$ cat config.mk
export PLATFORM = sky130hd
export DESIGN_NAME = write_data_separator_flat
export DESIGN_NICKNAME = d
export VERILOG_FILES = /design/src/rtl/write_data_separator_if.sv /design/src/rtl/write_data_separator.sv /design/src/flat_wrapper.sv
export SDC_FILE = /design/constraint.sdc
export NUM_CORES = 1
export LEC_CHECK = 0
export ABC_AREA = 0
export CAP_MARGIN = 40
export CORE_MARGIN = 2
export CORE_UTILIZATION = 40
export CTS_CLUSTER_DIAMETER = 60
export CTS_CLUSTER_SIZE = 20
export DETAILED_ROUTE_END_ITERATION = 6
export GPL_TIMING_DRIVEN = 0
export PLACE_DENSITY = 0.66
export SKIP_LAST_GASP = 1
export SLEW_MARGIN = 20
export SYNTH_ARGS = -nofsm -noshare
export SYNTH_HDL_FRONTEND = slang
export SYNTH_SLANG_ARGS = --single-unit
$ cat constraint.sdc
create_clock -name clock -period 2.4 [get_ports clock]
set_input_delay 0.36 -clock clock [delete_from_list [all_inputs] [get_ports clock]]
set_output_delay 0.36 -clock clock [all_outputs]
set_load 0.005 [all_outputs]
$ cat src/rtl/write_data_separator_if.sv
// Signal bundle between the controller-side write stream and the write data separator.
// The controller side drives write_gate/write_pulse_in; the separator drives the decoded outputs.
interface write_data_separator_if;
  // write_bit_valid is a one-cycle strobe with no ready/backpressure: the consumer must
  // capture write_bit in that cycle. write_bit otherwise holds its last decoded value.
  logic write_gate;
  logic write_pulse_in;
  logic write_bit;
  logic write_bit_valid;
  logic locked;
  logic clock_lost;
  logic framing_error;
  logic dbg_state;

  modport master (
    output write_gate,
    output write_pulse_in,
    input  write_bit,
    input  write_bit_valid,
    input  locked,
    input  clock_lost,
    input  framing_error,
    input  dbg_state
  );

  modport slave (
    input  write_gate,
    input  write_pulse_in,
    output write_bit,
    output write_bit_valid,
    output locked,
    output clock_lost,
    output framing_error,
    output dbg_state
  );
endinterface

$ cat src/rtl/write_data_separator.sv
// Decodes the combined clock+data write stream into one bit per cell: a cell opens with a
// clock pulse, and a second pulse inside the data window marks the cell as a 1.
module write_data_separator #(
  parameter int DATA_WIN_LO  = 14,
  parameter int DATA_WIN_HI  = 42,
  parameter int CELL_TIMEOUT = 84
) (
  input logic                   clock,
  input logic                   reset,
  write_data_separator_if.slave bus
);

  localparam logic [7:0] WIN_LO  = 8'(DATA_WIN_LO);
  localparam logic [7:0] WIN_HI  = 8'(DATA_WIN_HI);
  localparam logic [7:0] TIMEOUT = 8'(CELL_TIMEOUT);

  typedef enum logic {
    ST_IDLE = 1'b0,
    ST_CELL = 1'b1
  } state_t;

  state_t     state_q;
  state_t     state_d;
  logic [7:0] count_q;
  logic [7:0] count_d;
  logic [7:0] count_inc;
  logic       data_flag_q;
  logic       data_flag_d;

  logic       sync1_q;
  logic       sync2_q;
  logic       sync3_q;
  logic       pulse_edge;

  logic       ev_start;
  logic       ev_gate_off;
  logic       ev_clock;
  logic       ev_data;
  logic       ev_glitch;
  logic       ev_timeout;

  logic       bit_q;
  logic       bit_d;
  logic       valid_q;
  logic       valid_d;
  logic       locked_q;
  logic       lost_q;
  logic       lost_d;
  logic       ferr_q;
  logic       ferr_d;

  // Two flops bring the asynchronous pulse line into the clock domain; the third
  // turns any pulse width into a single rising-edge cycle.
  always_ff @(posedge clock) begin
    if (reset) begin
      sync1_q <= 1'b0;
      sync2_q <= 1'b0;
      sync3_q <= 1'b0;
    end else begin
      sync1_q <= bus.write_pulse_in;
      sync2_q <= sync1_q;
      sync3_q <= sync2_q;
    end
  end

  assign pulse_edge = sync2_q & ~sync3_q;
  assign count_inc  = (count_q == 8'hFF) ? count_q : count_q + 8'd1;

  // Classify what this cycle means for the current cell, in priority order.
  always_comb begin
    ev_start    = 1'b0;
    ev_gate_off = 1'b0;
    ev_clock    = 1'b0;
    ev_data     = 1'b0;
    ev_glitch   = 1'b0;
    ev_timeout  = 1'b0;
    if (state_q == ST_IDLE) begin
      ev_start = pulse_edge & bus.write_gate;
    end else begin
      if (!bus.write_gate) begin
        ev_gate_off = 1'b1;
      end else if (pulse_edge && (count_q > WIN_HI)) begin
        ev_clock = 1'b1;
      end else if (pulse_edge && (count_q >= WIN_LO)) begin
        ev_data = 1'b1;
      end else if (pulse_edge) begin
        ev_glitch = 1'b1;
      end else if (count_q == TIMEOUT) begin
        ev_timeout = 1'b1;
      end
    end
  end

  // State register; all outputs are registered alongside it.
  always_ff @(posedge clock) begin
    if (reset) begin
      state_q     <= ST_IDLE;
      count_q     <= 8'd0;
      data_flag_q <= 1'b0;
      bit_q       <= 1'b0;
      valid_q     <= 1'b0;
      locked_q    <= 1'b0;
      lost_q      <= 1'b0;
      ferr_q      <= 1'b0;
    end else begin
      state_q     <= state_d;
      count_q     <= count_d;
      data_flag_q <= data_flag_d;
      bit_q       <= bit_d;
      valid_q     <= valid_d;
      locked_q    <= (state_d == ST_CELL);
      lost_q      <= lost_d;
      ferr_q      <= ferr_d;
    end
  end

  // Next-state logic.
  always_comb begin
    state_d     = state_q;
    count_d     = count_q;
    data_flag_d = data_flag_q;
    case (state_q)
      ST_IDLE: begin
        count_d     = 8'd0;
        data_flag_d = 1'b0;
        if (ev_start) begin
          state_d = ST_CELL;
          count_d = 8'd1;
        end
      end
      ST_CELL: begin
        if (ev_gate_off || ev_timeout) begin
          state_d     = ST_IDLE;
          count_d     = 8'd0;
          data_flag_d = 1'b0;
        end else if (ev_clock) begin
          count_d     = 8'd1;
          data_flag_d = 1'b0;
        end else begin
          count_d = count_inc;
          if (ev_data) begin
            data_flag_d = 1'b1;
          end
        end
      end
    endcase
  end

  // Output logic: a cell's bit is released by the next clock pulse or by the timeout.
  always_comb begin
    bit_d   = bit_q;
    valid_d = 1'b0;
    if (ev_clock || ev_timeout) begin
      bit_d   = data_flag_q;
      valid_d = 1'b1;
    end
    lost_d = ev_timeout;
    ferr_d = ev_glitch | (ev_data & data_flag_q);
  end

  assign bus.write_bit       = bit_q;
  assign bus.write_bit_valid = valid_q;
  assign bus.locked          = locked_q;
  assign bus.clock_lost      = lost_q;
  assign bus.framing_error   = ferr_q;
  assign bus.dbg_state       = state_q;

endmodule

$ cat src/flat_wrapper.sv
// flat-port wrapper written by rule: the top's interface ports become plain ports
module write_data_separator_flat 
#(
  parameter int DATA_WIN_LO  = 14,
  parameter int DATA_WIN_HI  = 42,
  parameter int CELL_TIMEOUT = 84
)
  (clock, reset, bus_write_gate, bus_write_pulse_in, bus_write_bit, bus_write_bit_valid, bus_locked, bus_clock_lost, bus_framing_error, bus_dbg_state);
  write_data_separator_if bus_i ();
  input logic clock;
  input logic reset;
  input wire logic [$bits(bus_i.write_gate)-1:0] bus_write_gate;
  input wire logic [$bits(bus_i.write_pulse_in)-1:0] bus_write_pulse_in;
  output wire logic [$bits(bus_i.write_bit)-1:0] bus_write_bit;
  output wire logic [$bits(bus_i.write_bit_valid)-1:0] bus_write_bit_valid;
  output wire logic [$bits(bus_i.locked)-1:0] bus_locked;
  output wire logic [$bits(bus_i.clock_lost)-1:0] bus_clock_lost;
  output wire logic [$bits(bus_i.framing_error)-1:0] bus_framing_error;
  output wire logic [$bits(bus_i.dbg_state)-1:0] bus_dbg_state;
  assign bus_i.write_gate = bus_write_gate;
  assign bus_i.write_pulse_in = bus_write_pulse_in;
  assign bus_write_bit = bus_i.write_bit;
  assign bus_write_bit_valid = bus_i.write_bit_valid;
  assign bus_locked = bus_i.locked;
  assign bus_clock_lost = bus_i.clock_lost;
  assign bus_framing_error = bus_i.framing_error;
  assign bus_dbg_state = bus_i.dbg_state;
  write_data_separator #(.DATA_WIN_LO(DATA_WIN_LO), .DATA_WIN_HI(DATA_WIN_HI), .CELL_TIMEOUT(CELL_TIMEOUT)) u_core (.clock(clock), .reset(reset), .bus(bus_i));
endmodule
== Word-level counts from Yosys, hierarchy flattened ==
Index checks and enable logic that the tools add are counted.
Word-level totals
  bits in read-only memories: 0
  output and inout port bits: 6
  RAM bits: 0
  bits of input ports: 4
  latch bits: 0
  memories kept: 0
  register bits: 17
Operators by class
  add/subtract/negate cells: 1
  magnitude comparators: 2
  multiply operators: 0
  multiplexer cells: 34
  shift-type cells: 0
  div/mod/pow operators: 0
  bitwise gates (word level): 6
  eq/ne operators: 4
  reduce and logical (&&, ||, !) cells: 4
Operators by type and width (count)
  2-to-1 mux 1 bit: 28
  2-to-1 mux 8 bit: 3
  one-hot mux 8 bit (2 select lines): 1
  adder 8 x 1 -> 8 bit (second input constant): 1
  equality test 8 x 7 -> 1 bit (second input constant): 1
  equality test 8 bit (second input constant): 1
  greater-or-equal comparator 8 x 4 -> 1 bit (second input constant): 1
  > comparator 8 x 6 -> 1 bit (second input constant): 1
  != test 4 bit (second input constant): 2
  one-hot mux 1 bit (2 select lines): 2
  AND 1 bit: 3
  logical AND 1 bit: 2
  logical OR 1 bit: 2
  NOT 1 bit: 2
  OR 1 bit: 1

== Depth between registers and ports, before layout ==
  depth in word-level cells: 11
  depth in mapped cells: 6
  gate-level depth less buffers: 6

== Worst setup path after synthesis ==
Ideal clock, no wire load.
  path type: reg-to-reg
  start: register u_core.count_q[2]
  end: register u_core.bit_q (netlist: u_core.bus.write_bit)
  setup time: 0.119 ns
  data arrival time: 1.583 ns
  cell stages (with the launch flop): 6
  buffers on the path: 1
  clock period less this slack: 1.702 ns
  slack: 0.698 ns
  required time: 2.281 ns
  cell sequence: dfxtp_1 buf_2 or3b_1 or4b_4 o31a_1 mux2i_1
On the way
  word-level cells in the longest chain between the ends: 8
  elaborated cells between the ends (all ways): 15
  those cells by class: order compare: 2; eq/ne: 1; mux: 9; reduce/logical: 3
RTL lines
  start, declared: line write_data_separator.sv:24  | logic [7:0] count_q;
  start signal, assigned: line write_data_separator.sv:107  | count_q <= count_d;
  parallel branches: the longest is 7 deep, another holds greater-or-equal comparator 8 x 4 -> 1 bit
  logical OR 1 bit (*): line write_data_separator.sv:153  | if (ev_clock || ev_timeout) begin
  end signal, assigned: line write_data_separator.sv:109  | bit_q <= bit_d;
  end, declared: line write_data_separator.sv:42  | logic bit_q;
Mark *: on every way between the ends.
A chain may end at the register's enable or synchronous reset.

== Worst setup path in the final report ==
  start: register u_core.count_q[2]
  end: register u_core.count_q[6]
On the way
  word-level cells in the longest chain between the ends: 10
  elaborated cells between the ends (all ways): 22
  those cells by class: add/sub: 1; order compare: 2; eq/ne: 3; mux: 13; reduce/logical: 3
RTL lines
  parallel branches: the longest is 10 deep, another holds greater-or-equal comparator 8 x 4 -> 1 bit
Parallel ways; which one is timed is not known. The select of a mux whose other input is x is not followed.

==> summary.txt <==
Status
  – Outcome: finished, final reports clean

Finish
  – Core Util, Final: 49.9%
  – Syn-to-layout area delta: 18.5%
  – Post-route cell area: 970 um2
  – Diode count: 0
  – Layout cells sized above 1: 8.74%
  – Most common cell after layout, fill and taps aside: dfxtp_1
  – Commonest cells after routing, fill and taps aside: dfxtp_1 (17), nor2_1 (10), clkdlybuf4s50_1 (9), a21oi_1 (6), o21ai_0 (5)
  – Nets: 111

GRT
  – First-pass GRT wire length: 2.58 mm
  – Largest net degree at the start of global routing: 11
  – Antenna violations before repair: 0
  – Total GRT Usage: 13.6%
  – Total global routing overflow: 0
  – Vias in the first global route: 633

Place
  – Final RePlAce weighted congestion: 0.816
  – Setup WS pre-CTS: 498 ps
  – Port bufs: 9
  – HPWL Detailed: 1.07 mm
  – Dpl cell area: 942 um2

Timing
  – Worst slew pin tran: 390 ps
  – Setup TNS: 0 ps
  – RSZ-0062 raised after global routing: no
  – Clock Skews: 7.16 ps
  – Max-Slew Margin vs Limit: 73.9%
  – Final setup viols: 0
  – Fmax: 0.544 GHz
  – Final WS setup: 561 ps
  – Fin. max-slew vios: 0
  – Hold Violations, Final: 0
  – Crit share post-route: 76.6%
  – Final worst path period need: 1840 ps

Routing
  – Drc violations: 0
  – Routed vias/inst: 5.24
  – Antenna Nets Post-Route: 0
  – Vias: 681
  – Detailed Route WL: 1.47 mm
  – DRT iter0 DRCs: 13
  – Drt wl/cell: 11.3 um
  – Number of detailed-route iterations in the first pass: 4

Yosys
  – Post-synth design cell area: 818 um2
  – Post-synthesis cell type count: 36
  – Mapped Avg Cell Area: 9.09 um2
  – Main synth FF type: dfxtp_1
  – Register area share after synthesis: 41.6%
  – Synthesized instance count: 90
  – Post-Synth Simple-Gate Area: 24.6%
  – Largest family of logic cells by synthesized area: simple AND/OR/NAND/NOR gates
  – Net Count, Synth: 97
  – Post-Synth XOR/XNOR Area: 3.21%
  – #FFs+latches synth: 17
  – Multiplexer area fraction after synthesis: 1.22%
  – Post-synth ARST share: 0%
  – Syn. warnings: 0
  – Complex-gate fraction of the synthesized area: 19.1%
  – Post-synth EDFFs: 0
  – Post-Synth Adder-Cell Area: 4.59%

Hold path
  – Worst min path class: reg -> reg
  – HP Start: u_core.sync1_q

Power
  – Pwr dens: 466 nW/um2
  – Pleak: 0.334 nW
  – Worst VDD drop: 0.305 mV

Clock tree
  – Post_cts resized: 0
  – Worst skew pair latency: 290 ps
  – H-tree depth: 1
  – Root Buffer: clkbuf_4
  – Post-CTS repair timing setup buffer count: 0
  – Hold Buf Count CTS: 0
  – Sink Count: 17
  – CTS buffer count: 3
  – Clk pin slew, worst setup/hold paths: 100 ps
  – Clk buf depth: 2
  – CTS tree: built

Floorplanning
  – Num rows: 16
  – Width of the chip: 49.2 um
  – Starting Density: 42.1%
  – Die height: 49.2 um
  – IO Pins: 10
  – Core ar.: 1940 um2
  – Die area: 2420 um2

Worst setup path
  – Startpoint types: flop
  – Worst EP required: 2570 ps
  – CP max FO: 9
  – Worst Path Arrival: 2000 ps
  – CP startpoint: u_core.count_q[2]
  – Crit path capture type: flop
  – Setup Crit Path Kind: reg -> reg
  – Reg-to-reg critical path startpoint: u_core.count_q[2]

Run
  – Max cap viols: 0
## critical path, cell delays in order (launching register included)
cell      delay (ps)
dfxtp_1          310
buf_2            170
or3b_1           380
or4b_4           560
o211ai_2         180
nor3_1           110
## registers in the layout (all words and copies together) (netlist names)
| name | flops |
|---|---|
| u_core.bus.framing_error | 1 |
| u_core.bus.dbg_state | 1 |
| u_core.data_flag_q | 1 |
| u_core.bus.write_bit | 1 |
| u_core.count_q | 8 |
| u_core.sync1_q | 1 |
| u_core.sync2_q | 1 |
| u_core.bus.write_bit_valid | 1 |
| u_core.sync3_q | 1 |
| u_core.bus.clock_lost | 1 |
## final cells by class
type / instances / area (um2)
clock buffers: 3 / 22.5
well taps: 27 / 33.8
clock inverters: 1 / 5.00
repair buffers: 9 / 90.1
flip-flops and latches: 17 / 340
fillers: 196 / 972
multi-input cells: 64 / 432
plain buffers: 6 / 35.0
inverters: 3 / 11.3
## logic make-up (layout without fill, tap and decap cells)
| group | Yosys count | after routing |
|---|---|---|
| xor+xnor | 3 | 3 |
| fa+ha+maj | 3 | 3 |
| buf+inv | 9 | 22 |
| compound gates | 23 | 23 |
| mux | 1 | 1 |
| flops | 17 | 17 |
| simple gates | 34 | 34 |
## path summary, 6_finish.rpt
check                       to  slack (ps)  depth (start not counted)
min             u_core.sync2_q         450                          1
min reg2reg     u_core.sync2_q         450                          1
max          u_core.count_q[6]         560                          5
max reg2reg  u_core.count_q[6]         560                          5
## cells in the mapped netlist, types with 2 or more instances
| cell type | number | area (um2) |
|---|---|---|
| clkbuf_1 | 3 | 11.3 |
| o211ai_1 | 2 | 15.0 |
| and4_1 | 2 | 17.5 |
| nor3_1 | 3 | 15.0 |
| a21oi_1 | 6 | 30.0 |
| xor2_1 | 3 | 26.3 |
| o2111ai_1 | 2 | 17.5 |
| ha_1 | 3 | 37.5 |
| nor2_1 | 10 | 37.5 |
| inv_1 | 3 | 11.3 |
| o21ai_0 | 5 | 25.0 |
| nand2b_1 | 4 | 25.0 |
| dfxtp_1 | 17 | 340 |
| nor2b_1 | 3 | 18.8 |
| nand2_1 | 3 | 11.3 |
## stage by stage
step / hold WS (ps) / total power [mW] / instances
after CTS: 458 / 0.458 / 130
final: 452 / 0.452 / 130
after floorplan: 414 / 0.299 / 90
after detailed placement: 432 / 0.309 / 126
after global placement: 417 / 0.309 / 126
after global routing: 476 / 0.476 / 130
## power by group
group | switching [mW] | internal (mW)
clock network | 0.0875 | 0.0620
registers | 0.00146 | 0.285
logic | 0.00642 | 0.00965
## per-layer routing
metal  vias to the layer above  track usage, %  wire length [um]
li1                        349               -                 -
met1                       317            16.4               704
met2                        11            22.3               679
met3                         4            3.07                54
met4                         0            7.14                32
met5                         -               0                 0
(Power assumes the default switching activity.)
==> RTL change 1: new RTL, same flow settings <==
`DATA_WIN_LO` is set to 14 in 2 places; all go to 7.
--- a/src/rtl/write_data_separator.sv
+++ b/src/rtl/write_data_separator.sv
@@ -3,3 +3,3 @@
 module write_data_separator #(
-  parameter int DATA_WIN_LO  = 14,
+  parameter int DATA_WIN_LO  = 7,
   parameter int DATA_WIN_HI  = 42,
--- a/src/flat_wrapper.sv
+++ b/src/flat_wrapper.sv
@@ -3,3 +3,3 @@
 #(
-  parameter int DATA_WIN_LO  = 14,
+  parameter int DATA_WIN_LO  = 7,
   parameter int DATA_WIN_HI  = 42,
Formal check against the unedited RTL: same outputs for any inputs over 10 cycles, from zero or initial values and one cycle with reset high; that may be too few to reach the edited logic, so the function may still have changed.
==> RTL change 1 against the unedited design <==
- via count is the same
- global-route usage shrank 0.72 points
- hold slack lost 0.0043 ns
- cell area shrank 0.77%
- wire length shrank 2.6%
- synthesized cell count grew 1.1%
- total power grew 0.57%
- sequential cell count is the same
- worst setup slack gained 0.038 ns
- critical path depth grew 1
- fmax grew 2.1%
- synthesized area shrank 0.76%
- sequential power is essentially flat
- highest routed layer unchanged
==> RTL change 1: results (changes against the unedited design) <==
Run status
  • Outcome: complete, no violations

Synthesis
  • Syn Nets: 98 (+1.0%)
  • Top post-synthesis cells by count: sky130_fd_sc_hd__dfxtp_1 (17), sky130_fd_sc_hd__nand2_1 (10), sky130_fd_sc_hd__nor2_1 (8), sky130_fd_sc_hd__nand3_1 (5)
  • Count of unique library cells instantiated by Yosys: 35 (-2.8%)
  • Sequential area share after synthesis: 0.4191 (+0.003204)
  • Largest cells by area after synthesis: sky130_fd_sc_hd__dfxtp_1 (42%), sky130_fd_sc_hd__ha_1 (4.6%), sky130_fd_sc_hd__nand2_1 (4.6%), sky130_fd_sc_hd__a211oi_1 (3.7%), sky130_fd_sc_hd__nor2_1 (3.7%)

Drt
  • Detailed-router iteration count before antenna repair: 4 (unchanged)
  • Routed wire per std cell: 10.94 um (-3.3%)

Worst setup path
  • R2R setup slack: 0.60 ns (+0.04 ns)
  • Startpoint of the worst setup timing path: u_core.count_q[5]$_SDFFE_PP0P_
  • Data arrival time of the critical path: ~2.0 ns
  • Reg-to-Reg End: u_core.data_flag_q$_SDFFE_PP0P_
  • Depth of the most critical reg-to-reg path: 6 (+1)

Power
  • Peak supply drop: 0.2469 mV (-19%)
  • Leak: 0.0003271 uW (-2.2%)

Placed design
  • Gp weighted congestion: 0.7921 (-2.9%)
  • Placement Cell Area: 935.9 um2 (-0.66%)
  • HPWL Detailed: 1065 um (-0.57%)

Layout
  • Number of fill cells: 204 (+4.1%)
  • Layout cells sized above 1: 0.1250 (+0.03762)
  • Net count, final: 112 (+0.90%)
  • Biggest register: u_core.count_q

STA
  • Actual slew at the worst max-slew pin: 0.6425 ns (+0.2524 ns)
  • Clock Skews: 0.006254 ns (-0.0009061 ns)

Clock network
  • Reg clk slew, reported paths: 0.10 ns (about the same)
  • CTS max path bufs: 2 (unchanged)

Global routing
  • First-pass GRT wire length: 2421 um (-6.2%)
  • Tot GR Track Use: 0.1288 (-0.007219)
  • Vias in the first global route: 570 (-10%)
RTL change 1: cell types whose count changed in the layout (fill, tap and decap cells not counted), sizes merged, moves of 2 or more:
cell / before / now
o21ai: 5 / 1
o211ai: 3 / 1
o2111ai: 2 / 0
a211oi: 1 / 4
nand2b: 4 / 0
xor2: 3 / 0
nor2: 10 / 8
nand3: 1 / 6
nand2: 3 / 10
or4: 0 / 2
RTL change 1: worst min path at each step:
stage                                            to  slack [ns]  depth (start not counted)
after floorplan           u_core.sync2_q$_SDFF_PP0_        0.41                          1
after CTS                 u_core.sync2_q$_SDFF_PP0_        0.46                          1
final                     u_core.sync2_q$_SDFF_PP0_        0.45                          1
after global routing      u_core.sync2_q$_SDFF_PP0_        0.47                          1
after global placement    u_core.sync2_q$_SDFF_PP0_        0.42                          1
after detailed placement  u_core.sync2_q$_SDFF_PP0_        0.43                          1
RTL change 1: logic make-up after synthesis:
group	after synthesis	synth area share
buf+inv	7	0.04776
simple gates	44	0.2989
mux	1	0.01233
compound gates	19	0.1757
flops	17	0.4191
fa+ha+maj	3	0.04623
RTL change 1: worst max-delay path: stages (launching register included):
cell and delay, ns:
sky130_fd_sc_hd__dfxtp_1 0.32, sky130_fd_sc_hd__buf_6 0.13, sky130_fd_sc_hd__or3_4 0.37, sky130_fd_sc_hd__a2111oi_0 0.61, sky130_fd_sc_hd__nor2_1 0.08, sky130_fd_sc_hd__a21oi_1 0.16, sky130_fd_sc_hd__nor2_1 0.04
RTL change 1: power by group:
group	switching [uW]	total (uW)	leakage [uW]	internal, uW
logic	9.01	19.1	0.000175	10.1
registers	1.49	286	0.000137	285
clock network	84.5	149	0.0000150	64.5
total	95.0	454	0.000327	359
RTL change 1: layout make-up:
class / count / area share
plain buffers: 4 / 0.02861
clock buffers: 4 / 0.02731
inverters: 3 / 0.01170
multi-input cells: 67 / 0.4499
flip-flops and latches: 17 / 0.3537
well taps: 27 / 0.03511
repair buffers: 9 / 0.09363
RTL change 1: routing by layer:
metal,track usage,vias up,part of all wire
met1,0.1727,310,0.50
met4,0.05714,0,0.0084
li1,-,354,-
met2,0.1941,15,0.44
met5,0,-,0
met3,0.03374,2,0.045
RTL change 1: through the flow:
step	setup WS, ns	std cells	utilization
floorplan	0.7341	91	-
global placement	0.5076	127	0.4820
detailed placement	0.5118	127	0.4820
CTS	0.5802	131	0.4955
global route	0.4648	131	0.4955
finish	0.5992	131	0.4955
==> RTL change 2: new RTL, same flow settings <==
Made on the original files. Make the reset (`reset`) asynchronous in 2 clocked blocks.
--- a/src/rtl/write_data_separator.sv
+++ b/src/rtl/write_data_separator.sv
@@ -53,3 +53,3 @@
   // turns any pulse width into a single rising-edge cycle.
-  always_ff @(posedge clock) begin
+  always_ff @(posedge clock or posedge reset) begin
     if (reset) begin
@@ -94,3 +94,3 @@
   // State register; all outputs are registered alongside it.
-  always_ff @(posedge clock) begin
+  always_ff @(posedge clock or posedge reset) begin
     if (reset) begin
Function: differs if reset is asserted again (counterexample within 4 cycles, from zero or initial values and one cycle with reset high); with reset held inactive, the same outputs for 10 cycles.
==> RTL change 2 against the unedited design <==
- worst setup slack worse by 0.17 ns
- cell area increased by 6.8%
- wire length shrank 0.75%
- final cell count fell by 3.1%
- synthesized area up 8.1%
- critical path depth grew 2
- non-clock buffer count is 2 lower
- sequential cell count unchanged
- largest cell class is now sequential cells
- die area increased by 7.4%
Power is not compared: it rests on default switching activity, and its combinational part moved more than twofold at a synthesized area within 25%.
==> RTL change 2: results (changes against the unedited design) <==
STA
  • Actual slew at the worst max-slew pin: 0.6268 ns (+0.2367 ns)
  • Final hold slack: 0.3565 ns (-0.09556 ns)
  • Clock Skews: 0.006647 ns (-0.0005132 ns)
  • Shortest period the worst path allows: 2.006 ns (+0.1665 ns)

Synthesis
  • Largest cells by area after synthesis: sky130_fd_sc_hd__dfrtp_1 (48%), sky130_fd_sc_hd__ha_1 (4.2%), sky130_fd_sc_hd__nor2_1 (4.2%), sky130_fd_sc_hd__nand3_1 (2.8%), sky130_fd_sc_hd__nor4b_4 (2.7%)
  • Xor/xnor share of the synthesized area: 0.01980 (-0.01231)
  • Count of unique library cells instantiated by Yosys: 37 (+2.8%)
  • Sequential area share after synthesis: 0.4809 (+0.06500)
  • Async set-or-reset flop fraction in the synthesized netlist: 1.000 (+1.000)
  • Post-synthesis share of cell area spent on full adders, half adders and majority gates: 0.04243 (-0.003439)
  • Synth Area in Compound Gates: 0.1499 (-0.04120)
  • Mux contribution to synthesized area: 0.02970 (+0.01747)
  • Syn Nets: 92 (-5.2%)

Global routing
  • Tot GR Track Use: 0.1390 (+0.002986)
  • Maximum number of pins on one net before global-route repair: 18 (+7)
  • First-pass GRT wire length: 2608 um (+1.1%)
  • Vias in the first global route: 604 (-4.6%)

Run status
  • Outcome: complete, no violations

Placed design
  • Gp weighted congestion: 0.8560 (+5.0%)
  • HPWL Detailed: 1100 um (+2.7%)
  • Placement Cell Area: 0.001010 mm2 (+7.2%)

Drt
  • Count of routing violations after the opening detailed-route iteration: 5 (-8)
  • Drt via density: 5.135 (-2.0%)
  • Routed WL: 1460 um (-0.75%)

Worst setup path
  • Timing endpoint of the critical path: u_core.count_q[0]$_DFFE_PP0P_
  • Worst path slowest cell: sky130_fd_sc_hd__dfrtp_1
  • Launching point of the worst reg2reg path: u_core.count_q[1]$_DFFE_PP0P_
  • Worst Path Max Fanout: 8 (-1)
  • CP peak stage delay: 0.45 ns (-0.11 ns)
  • Family of cells with the greatest summed delay on the critical path: compound AO/OA/AOI/OAI gates

Min path
  • Hold Path Origin: u_core.sync1_q$_DFF_PP0_
  • Hold Path Cell Cnt: 0 (-1)
  • Worst Hold End: u_core.sync2_q$_DFF_PP0_

Layout
  • Layout cells sized above 1: 0.1429 (+0.05548)
  • Diode count: 0 (unchanged)
  • Net count, final: 106 (-4.5%)

Power
  • Combinational power share: 0.093
==> RTL change 2: area by class of cell <==
type | instances | area, um2
tap | 28 | 35.03
fill | 211 | 1112
sequential | 17 | 425.4
inverter | 5 | 18.77
clock buffer | 4 | 26.28
timing repair buffer | 9 | 90.09
multi-input combinational | 59 | 412.9
buffer | 4 | 27.53
==> RTL change 2: layer usage <==
| layer | vias to the layer above | share of wire | routed length [um] | GRT usage |
|---|---|---|---|---|
| li1 | 325 | - | - | - |
| met1 | 306 | 0.49 | 719 | 0.1660 |
| met2 | 11 | 0.45 | 656 | 0.2186 |
| met3 | 5 | 0.042 | 61 | 0.06140 |
| met4 | 0 | 0.016 | 23 | 0.05405 |
| met5 | - | 0 | 0 | 0 |
==> RTL change 2: stage by stage <==
step,cells,total power (uW)
after global placement,122,348.5
after CTS,126,502.0
after global routing,126,526.1
final,126,489.1
after detailed placement,122,350.0
after floorplan,85,331.8
